`config.mk`:
```
export PLATFORM = sky130hd
export DESIGN_NAME = mem_req_axi_responder
export DESIGN_NICKNAME = d
export VERILOG_FILES = /design/src/rtl/mem_pkg.sv /design/src/rtl/mem_req_axi_responder.sv
export SDC_FILE = /design/constraint.sdc
export NUM_CORES = 1
export LEC_CHECK = 0
export CORE_MARGIN = 2
export CORE_UTILIZATION = 40
export CTS_BUF_LIST = sky130_fd_sc_hd__clkbuf_4 sky130_fd_sc_hd__clkbuf_8
export DETAILED_ROUTE_END_ITERATION = 6
export PLACE_DENSITY = 0.9
export SLEW_MARGIN = 20
export SYNTH_ARGS = -nofsm -noshare
export SYNTH_HDL_FRONTEND = slang
export SYNTH_SLANG_ARGS = --single-unit
```
`constraint.sdc`:
```
create_clock -name clk -period 1.7 [get_ports clk]
set_input_delay 0.255 -clock clk [delete_from_list [all_inputs] [get_ports clk]]
set_output_delay 0.255 -clock clk [all_outputs]
set_load 0.03 [all_outputs]
```
`src/rtl/mem_pkg.sv`:
```
// Package shared by the MMU memory-side responder.
// Contents:
//   state_t        - responder FSM states
//   REQ_READ/WRITE - encoding of req_mode
//   AXI_RESP_OKAY  - AXI response code treated as success
package mem_pkg;

   typedef enum logic [2:0] {
      ST_IDLE,
      ST_RD_A,
      ST_RD_D,
      ST_WR_AW,
      ST_WR_B
   } state_t;

   localparam logic       REQ_READ      = 1'b0;
   localparam logic       REQ_WRITE     = 1'b1;
   localparam logic [1:0] AXI_RESP_OKAY = 2'b00;

endpackage

```
`src/rtl/mem_req_axi_responder.sv`:
```
// mem_req_axi_responder
// Memory-side responder for the MMU physical request port. Takes one request at
// a time and performs it as a single AXI4-Lite read or write, then pulses
// response_enable with the read data (or zero for writes).
// Ports:
//   clk, rstn                  clock, asynchronous active-low reset
//   request_enable, req_*      1-cycle request pulse with mode/addr/wdata/wstrb
//   response_enable, resp_data 1-cycle completion pulse, held read data
//   bus_error                  with response_enable: slave answered non-OKAY
//   req_overlap                sticky: request arrived while busy (dropped)
//   last_latency               accept-to-response cycle count, saturating
//   axi_*                      AXI4-Lite master, 32-bit address/data
module mem_req_axi_responder
   import mem_pkg::*;
#(
   parameter int unsigned ALIGN_ADDR = 1,
   parameter int unsigned LAT_W      = 16
) (
   input  logic             clk,
   input  logic             rstn,
   input  logic             request_enable,
   input  logic             req_mode,
   input  logic [31:0]      req_addr,
   input  logic [31:0]      req_wdata,
   input  logic [3:0]       req_wstrb,
   output logic             response_enable,
   output logic [31:0]      resp_data,
   output logic             bus_error,
   output logic             req_overlap,
   output logic [LAT_W-1:0] last_latency,
   output logic [31:0]      axi_araddr,
   output logic [2:0]       axi_arprot,
   output logic             axi_arvalid,
   input  logic             axi_arready,
   input  logic [31:0]      axi_rdata,
   input  logic [1:0]       axi_rresp,
   input  logic             axi_rvalid,
   output logic             axi_rready,
   output logic [31:0]      axi_awaddr,
   output logic [2:0]       axi_awprot,
   output logic             axi_awvalid,
   input  logic             axi_awready,
   output logic [31:0]      axi_wdata,
   output logic [3:0]       axi_wstrb,
   output logic             axi_wvalid,
   input  logic             axi_wready,
   input  logic [1:0]       axi_bresp,
   input  logic             axi_bvalid,
   output logic             axi_bready
);

   state_t           state_q, state_d;
   logic [31:0]      addr_q, addr_d;
   logic [31:0]      wdata_q, wdata_d;
   logic [3:0]       wstrb_q, wstrb_d;
   logic             arvalid_q, arvalid_d;
   logic             rready_q, rready_d;
   logic             awvalid_q, awvalid_d;
   logic             wvalid_q, wvalid_d;
   logic             bready_q, bready_d;
   logic             resp_en_q, resp_en_d;
   logic [31:0]      resp_data_q, resp_data_d;
   logic             bus_err_q, bus_err_d;
   logic             overlap_q, overlap_d;
   logic [LAT_W-1:0] lat_q, lat_d;
   logic [LAT_W-1:0] last_lat_q, last_lat_d;
   logic [LAT_W-1:0] lat_inc;
   logic             aw_pending;
   logic             w_pending;

   assign lat_inc = (&lat_q) ? lat_q : lat_q + 1'b1;

   // A channel is still pending while its valid is up and not yet accepted;
   // W and AW retire independently and the FSM waits for both.
   assign aw_pending = awvalid_q && !axi_awready;
   assign w_pending  = wvalid_q  && !axi_wready;

   always_comb begin
      state_d     = state_q;
      addr_d      = addr_q;
      wdata_d     = wdata_q;
      wstrb_d     = wstrb_q;
      arvalid_d   = arvalid_q;
      rready_d    = rready_q;
      awvalid_d   = awvalid_q;
      wvalid_d    = wvalid_q;
      bready_d    = bready_q;
      resp_en_d   = 1'b0;
      resp_data_d = resp_data_q;
      bus_err_d   = 1'b0;
      last_lat_d  = last_lat_q;
      lat_d       = (state_q != ST_IDLE) ? lat_inc : lat_q;
      overlap_d   = overlap_q | (request_enable && (state_q != ST_IDLE));

      case (state_q)
         ST_IDLE: begin
            if (request_enable) begin
               addr_d  = (ALIGN_ADDR != 0) ? {req_addr[31:2], 2'b00} : req_addr;
               wdata_d = req_wdata;
               wstrb_d = req_wstrb;
               lat_d   = '0;
               if (req_mode == REQ_READ) begin
                  state_d   = ST_RD_A;
                  arvalid_d = 1'b1;
               end else begin
                  state_d   = ST_WR_AW;
                  awvalid_d = 1'b1;
                  wvalid_d  = 1'b1;
               end
            end
         end
         ST_RD_A: begin
            if (arvalid_q && axi_arready) begin
               arvalid_d = 1'b0;
               rready_d  = 1'b1;
               state_d   = ST_RD_D;
            end
         end
         ST_RD_D: begin
            // State is held through the response cycle so a request landing
            // on that cycle still counts as an overlap.
            if (resp_en_q) begin
               state_d    = ST_IDLE;
               last_lat_d = lat_inc;
            end else if (rready_q && axi_rvalid) begin
               rready_d    = 1'b0;
               resp_data_d = axi_rdata;
               bus_err_d   = (axi_rresp != AXI_RESP_OKAY);
               resp_en_d   = 1'b1;
            end
         end
         ST_WR_AW: begin
            if (awvalid_q && axi_awready) awvalid_d = 1'b0;
            if (wvalid_q && axi_wready)   wvalid_d  = 1'b0;
            if (!aw_pending && !w_pending) begin
               bready_d = 1'b1;
               state_d  = ST_WR_B;
            end
         end
         ST_WR_B: begin
            if (resp_en_q) begin
               state_d    = ST_IDLE;
               last_lat_d = lat_inc;
            end else if (bready_q && axi_bvalid) begin
               bready_d    = 1'b0;
               resp_data_d = '0;
               bus_err_d   = (axi_bresp != AXI_RESP_OKAY);
               resp_en_d   = 1'b1;
            end
         end
         default: state_d = ST_IDLE;
      endcase
   end

   always_ff @(posedge clk or negedge rstn) begin
      if (!rstn) begin
         state_q     <= ST_IDLE;
         addr_q      <= '0;
         wdata_q     <= '0;
         wstrb_q     <= '0;
         arvalid_q   <= 1'b0;
         rready_q    <= 1'b0;
         awvalid_q   <= 1'b0;
         wvalid_q    <= 1'b0;
         bready_q    <= 1'b0;
         resp_en_q   <= 1'b0;
         resp_data_q <= '0;
         bus_err_q   <= 1'b0;
         overlap_q   <= 1'b0;
         lat_q       <= '0;
         last_lat_q  <= '0;
      end else begin
         state_q     <= state_d;
         addr_q      <= addr_d;
         wdata_q     <= wdata_d;
         wstrb_q     <= wstrb_d;
         arvalid_q   <= arvalid_d;
         rready_q    <= rready_d;
         awvalid_q   <= awvalid_d;
         wvalid_q    <= wvalid_d;
         bready_q    <= bready_d;
         resp_en_q   <= resp_en_d;
         resp_data_q <= resp_data_d;
         bus_err_q   <= bus_err_d;
         overlap_q   <= overlap_d;
         lat_q       <= lat_d;
         last_lat_q  <= last_lat_d;
      end
   end

   assign response_enable = resp_en_q;
   assign resp_data       = resp_data_q;
   assign bus_error       = bus_err_q;
   assign req_overlap     = overlap_q;
   assign last_latency    = last_lat_q;
   assign axi_araddr      = addr_q;
   assign axi_arprot      = 3'b000;
   assign axi_arvalid     = arvalid_q;
   assign axi_rready      = rready_q;
   assign axi_awaddr      = addr_q;
   assign axi_awprot      = 3'b000;
   assign axi_awvalid     = awvalid_q;
   assign axi_wdata       = wdata_q;
   assign axi_wstrb       = wstrb_q;
   assign axi_wvalid      = wvalid_q;
   assign axi_bready      = bready_q;

endmodule
```
# Word-level counts from Yosys, hierarchy flattened

Cells that the tools add are included.

Flip-flop bits (word level): 141
Input bits: 113
Output and inout port bits: 162

Add/subtract/negate cells: 1
Equal/unequal tests: 16
Mux-type cells: 43
Bitwise operators: 1
Reductions and logical operators: 33

Operators by type and width:

| operator                | number |
|---|---|
| $mux W32                | 4 |
| $mux W16                | 4 |
| $pmux W32 S2            | 1 |
| $reduce_and A4 Y1       | 6 |
| $ne A2 B2 Y1 const B    | 11 |
| $mux W1                 | 21 |
| $add A16 B1 Y16 const B | 1 |
| $reduce_and A16 Y1      | 1 |
| $pmux W1 S2             | 7 |
| $reduce_bool A2 Y1      | 7 |
| $mux W3                 | 4 |
| $pmux W3 S4             | 1 |
| $logic_and A1 B1 Y1     | 9 |
| $eq A3 B2 Y1 const B    | 2 |
| $reduce_and A5 Y1       | 1 |
| $logic_not A1 Y1        | 4 |
| $reduce_and A2 Y1       | 2 |
| $eq A3 B1 Y1 const B    | 1 |
| $eq A3 B3 Y1 const B    | 1 |
| $logic_not A3 Y1        | 1 |
| $reduce_bool A3 Y1      | 1 |
| $mux W2                 | 1 |
| $ne A2 B1 Y1 const B    | 1 |
| $reduce_or A2 Y1        | 1 |
| $or A1 B1 Y1            | 1 |

# Longest topological paths before layout

Depth in word-level cells: 6
Gate-level depth with buffers: 7
Mapped depth without buffers: 5

# Worst setup path before layout

No wires, ideal clock.

Path kind: register -> register
From: register state_q[2]
To: register wdata_q[14] (netlist: axi_wdata[14])
Data arrival time: 1,712 ps
Required time: 1,572 ps
Path slack: -139 ps
Stages on the path, launching flop included: 7
Path buffers: 3
Path through: dfrtp_1 -> buf_4 -> nor3_1 -> and2_1 -> buf_2 -> buf_2 -> mux2_1

Cells in the longest elaborated chain, start to end: 2

RTL lines:

| what                        | line                         | source |
|---|---|---|
| from (decl)                 | mem_req_axi_responder.sv:52  | `state_t state_q, state_d;` |
| from (signal assigned)      | mem_req_axi_responder.sv:173 | `state_q <= state_d;` |
| $logic_not A3 Y1            | mem_req_axi_responder.sv:95  | `case (state_q)` |
| $reduce_and A2 Y1 (no line) | n/a                          |  |
| to (signal assigned)        | mem_req_axi_responder.sv:175 | `wdata_q <= wdata_d;` |
| to (decl)                   | mem_req_axi_responder.sv:54  | `logic [31:0] wdata_q, wdata_d;` |

No other way between the ends.
A chain may end at the register's enable or synchronous reset.

# Worst setup path in the final report

From: register state_q[0]
To: register resp_data_q[9] (netlist: resp_data[9])

Cells in the longest elaborated chain, start to end: 3
Elaborated cells between the ends (all ways): 9
Those cells by class: eq/ne: 6; mux: 1; reduce/logical: 2

RTL lines:

| what                                                                | line                         | source |
|---|---|---|
| $eq A3 B3 Y1 / $eq A3 B2 Y1 (equally long branches)                 | mem_req_axi_responder.sv:95  |  |
| $ne A2 B2 Y1 (no line) / $reduce_bool A2 Y1 (equally long branches) | n/a                          |  |
| $reduce_and A5 Y1 (no line)                                         | n/a                          |  |
| to (signal assigned)                                                | mem_req_axi_responder.sv:183 | `resp_data_q <= resp_data_d;` |
| to (decl)                                                           | mem_req_axi_responder.sv:62  | `logic [31:0] resp_data_q, resp_data_d;` |

Parallel ways exist; a longest one is shown, timed or not.

==> results.py <==
metrics = {
    "layout": {
        "num-fill-cells": 1175,
        "nets": 968,
        "seq_area_um2": 3530,
        "drive_above_1_share_pct": 21.8,
        "synthToLayoutAreaGrowth_pct": 60.5,
        "multiInputGateArea_um2": 2660,
        "finish.utilization_pct": 65.5,
    },
    "global_route": {
        "first_global_vias": 5421,
        "grtUsageTotal_pct": 21.7,
        "grt_pass1_wl_um": 29600,
        "antenna_found_initial": 2,
        "grt_max_degree": 50,
        "grt_overflow": 0,
    },
    "drt": {
        "drtIter0Drc": 317,
        "antenna_left": 0,
        "drc": 0,
        "wirelength_um": 20500,
        "dr_total_vias": 5524,
        "drtPass1Iterations": 4,
        "post_drt_wl_per_cell_um": 18.9,
        "routed_via_density": 5.10,
    },
    "synth": {
        "synthesis.area_um2": 6480,
        "synth-edff-count": 0,
        "yosys-top-cells-count": "dfrtp_1 (141), mux2_1 (46), nand2_1 (46), buf_4 (45), inv_1 (38)",
        "yosys-top-cells-area": "dfrtp_1 (54%), mux2_1 (8.0%), mux2i_1 (5.4%), buf_4 (5.2%), mux2_2 (3.5%)",
        "synth.most_common_cell": "dfrtp_1",
        "yosys.area.top_type": "dfrtp_1",
        "synth-main-ff-cell": "dfrtp_1",
        "seq_area_frac_synth_pct": 54.4,
        "ys_ff_latch": 141,
        "yosysTopAreaCellShare_pct": 54.4,
        "synthCells": 565,
        "synthArstFlopShare_pct": 100,
        "synth.distinct_cells": 50,
        "synth.avg_cell_area_um2": 11.5,
        "ys_warn_count": 0,
    },
    "status": {
        "status": "finished with violations",
        "violations": "negative setup slack",
    },
    "floorplanning": {
        "initial_core_util_pct": 40.8,
        "io_pins": 275,
        "fp.dieArea_um2": 17200,
        "die_h_um": 131,
        "core_area_um2": 15900,
        "row_count": 46,
        "die_w_um": 131,
    },
    "timing": {
        "setup_slack_ns": -0.0396,
        "hold_violations": 0,
        "fmax_mhz": 575,
        "final_max_slew_viol_count": 0,
        "slew-limit-headroom_pct": 65.3,
        "worst_pin_slew_ns": 0.521,
        "min_period_over_period_pct": 102,
        "rsz0062_at_grt": "yes",
        "setup_viol": 23,
        "skew_ns": 0.0125,
        "finalCriticalPeriod_ns": 1.74,
    },
    "placed_design": {
        "place_congestion": 0.876,
        "place_ws_ns": -0.0329,
        "hpwl_um": 13500,
        "io_buffers": 262,
    },
    "setup_path": {
        "cp-end-kind": "register",
        "worstSetupStartpoint": "state_q[0]",
        "start_kind": "register",
        "r2r_cells": 5,
        "path_delay_family": "simple AND/OR/NAND/NOR gates",
        "rr_startpoint": "state_q[0]",
        "cpPeakStageDelay_ns": 0.40,
        "path_max_fanout": 8,
        "crit_buf_inv": 1,
        "r2r_end": "resp_data[9]",
        "worstPathRequired_ns": 2.07,
        "crit_type": "register to register",
        "arrival_ns": 2.11,
        "crit_chain": "or3b_4, or3_4, nand2_8, buf_12, mux2i_1",
        "slowest_stage": "or3b_4",
        "rrSetupSlack_ns": -0.04,
    },
    "cts": {
        "cts_made_buffers": 17,
        "clk_pin_slew_worst_paths_ns": 0.09,
        "clockBufferDepth": 2,
        "cts-root-buf": "clkbuf_8",
        "cts_tree": "built",
        "worstSkewPairLatency_ns": 0.46,
        "htreeDepth": 4,
        "clock-sinks": 141,
    },
    "power": {
        "p_per_area_nw_per_um2": 2010,
        "max-vdd-ir-drop_v": 0.00110,
        "leakagePower_nw": 4.98,
    },
    "worst_hold_path": {
        "hold_path_class": "primary input to asynchronous set/reset pin",
    },
    "job": {
        "maxCapViolations": 0,
    },
}
stage by stage:
| step | hold slack, ns | std cells | power, W | cell area, um^2 | TNS, ns |
|---|---|---|---|---|---|
| after floorplan | -0.0406 | 574 | 0.0127 | 6530 | -3.21 |
| final | 0.329 | 1084 | 0.0209 | 10400 | -0.365 |
| after detailed placement | 0.243 | 1026 | 0.0174 | 9410 | -0.0640 |
| after global routing | 0.343 | 1084 | 0.0219 | 10400 | -3.56 |
| after CTS | 0.308 | 1059 | 0.0193 | 9710 | -0.160 |
| after global placement | 0.241 | 1026 | 0.0170 | 9410 | 0 |
worst max-delay path by stage:
| stage | cells past startpoint | end | slack (ns) |
|---|---|---|---|
| after floorplan | 7 | resp_data[10] | -0.08 |
| after global placement | 6 | resp_data[2] | 0.02 |
| after detailed placement | 6 | resp_data[27] | -0.03 |
| after CTS | 5 | resp_data[1] | -0.05 |
| after global routing | 5 | resp_data[0] | -0.10 |
| final | 5 | resp_data[9] | -0.04 |
power breakdown:
part           total, W  internal (W)  switching, W
Combinational    0.0119       0.00505       0.00682
Clock           0.00318       0.00181       0.00137
Sequential      0.00588       0.00489      0.000993
Total            0.0209        0.0118       0.00918
cells in the final DEF (no fill, tap or decap), types with 6 or more instances in the layout:
cell type,n
dlygate4sd2_1,152
dfrtp_1,140
clkdlybuf4s50_1,109
mux2_4,63
nand2_1,46
buf_4,39
inv_1,38
mux2i_1,34
nor2_1,21
a31oi_1,20
clkbuf_8,17
buf_6,14
buf_12,12
nand4_1,11
a21oi_1,10
conb_1,10
nand3_1,9
nor3_1,8
clkbuf_16,8
a21o_1,7
o21ai_0,6
o21ai_1,6
final cells by class:
| cell class | count | area share, % |
|---|---|---|
| Clock inverter | 12 | 2.00 |
| Timing Repair Buffer | 336 | 32.1 |
| Clock buffer | 20 | 2.46 |
| Tap cell | 216 | 2.60 |
| Inverter | 38 | 1.37 |
| Multi-Input combinational cell | 320 | 25.6 |
| Sequential cell | 141 | 33.9 |
| Antenna cell | 1 | 0.0240 |
cells by family after synthesis:
family,after synthesis,share of synthesized area (%)
DFF,141,54.4
and+or+nand+nor,127,9.94
buffers and inverters,113,10.1
muxes,101,16.9
AOI/OAI and AO/OA,76,7.78
xor gates and xnor gates,5,0.676
adders and majority gates,1,0.193
other,1,0.0578
sequential cells by signal, indices dropped and copies added, names as in the netlist:
signal / count
axi_wvalid: 1
axi_bready: 1
axi_arvalid: 1
axi_rready: 1
axi_awvalid: 1
state_q: 3
response_enable: 1
last_latency: 16
axi_araddr: 30
axi_wdata: 32
axi_wstrb: 4
resp_data: 32
bus_error: 1
lat_q: 16
req_overlap: 1
repair_timing:
action                     in CTS  in global routing
hold endpoints to repair       46                  0
gates cloned                    0                  9
gates resized for setup       155                 95
setup endpoints to repair     166                109
buffers inserted                0                 16
hold buffers                    1                  0
pin swaps                       1                 12
routing by layer:
layer	track usage [%]	vias up	share of wire, %
met5	0	-	0.063
met4	9.48	2	3.2
met3	5.59	53	6.1
met2	37.7	252	52
met1	25.4	2735	39
li1	-	2482	-
(Power assumes the default switching activity.)
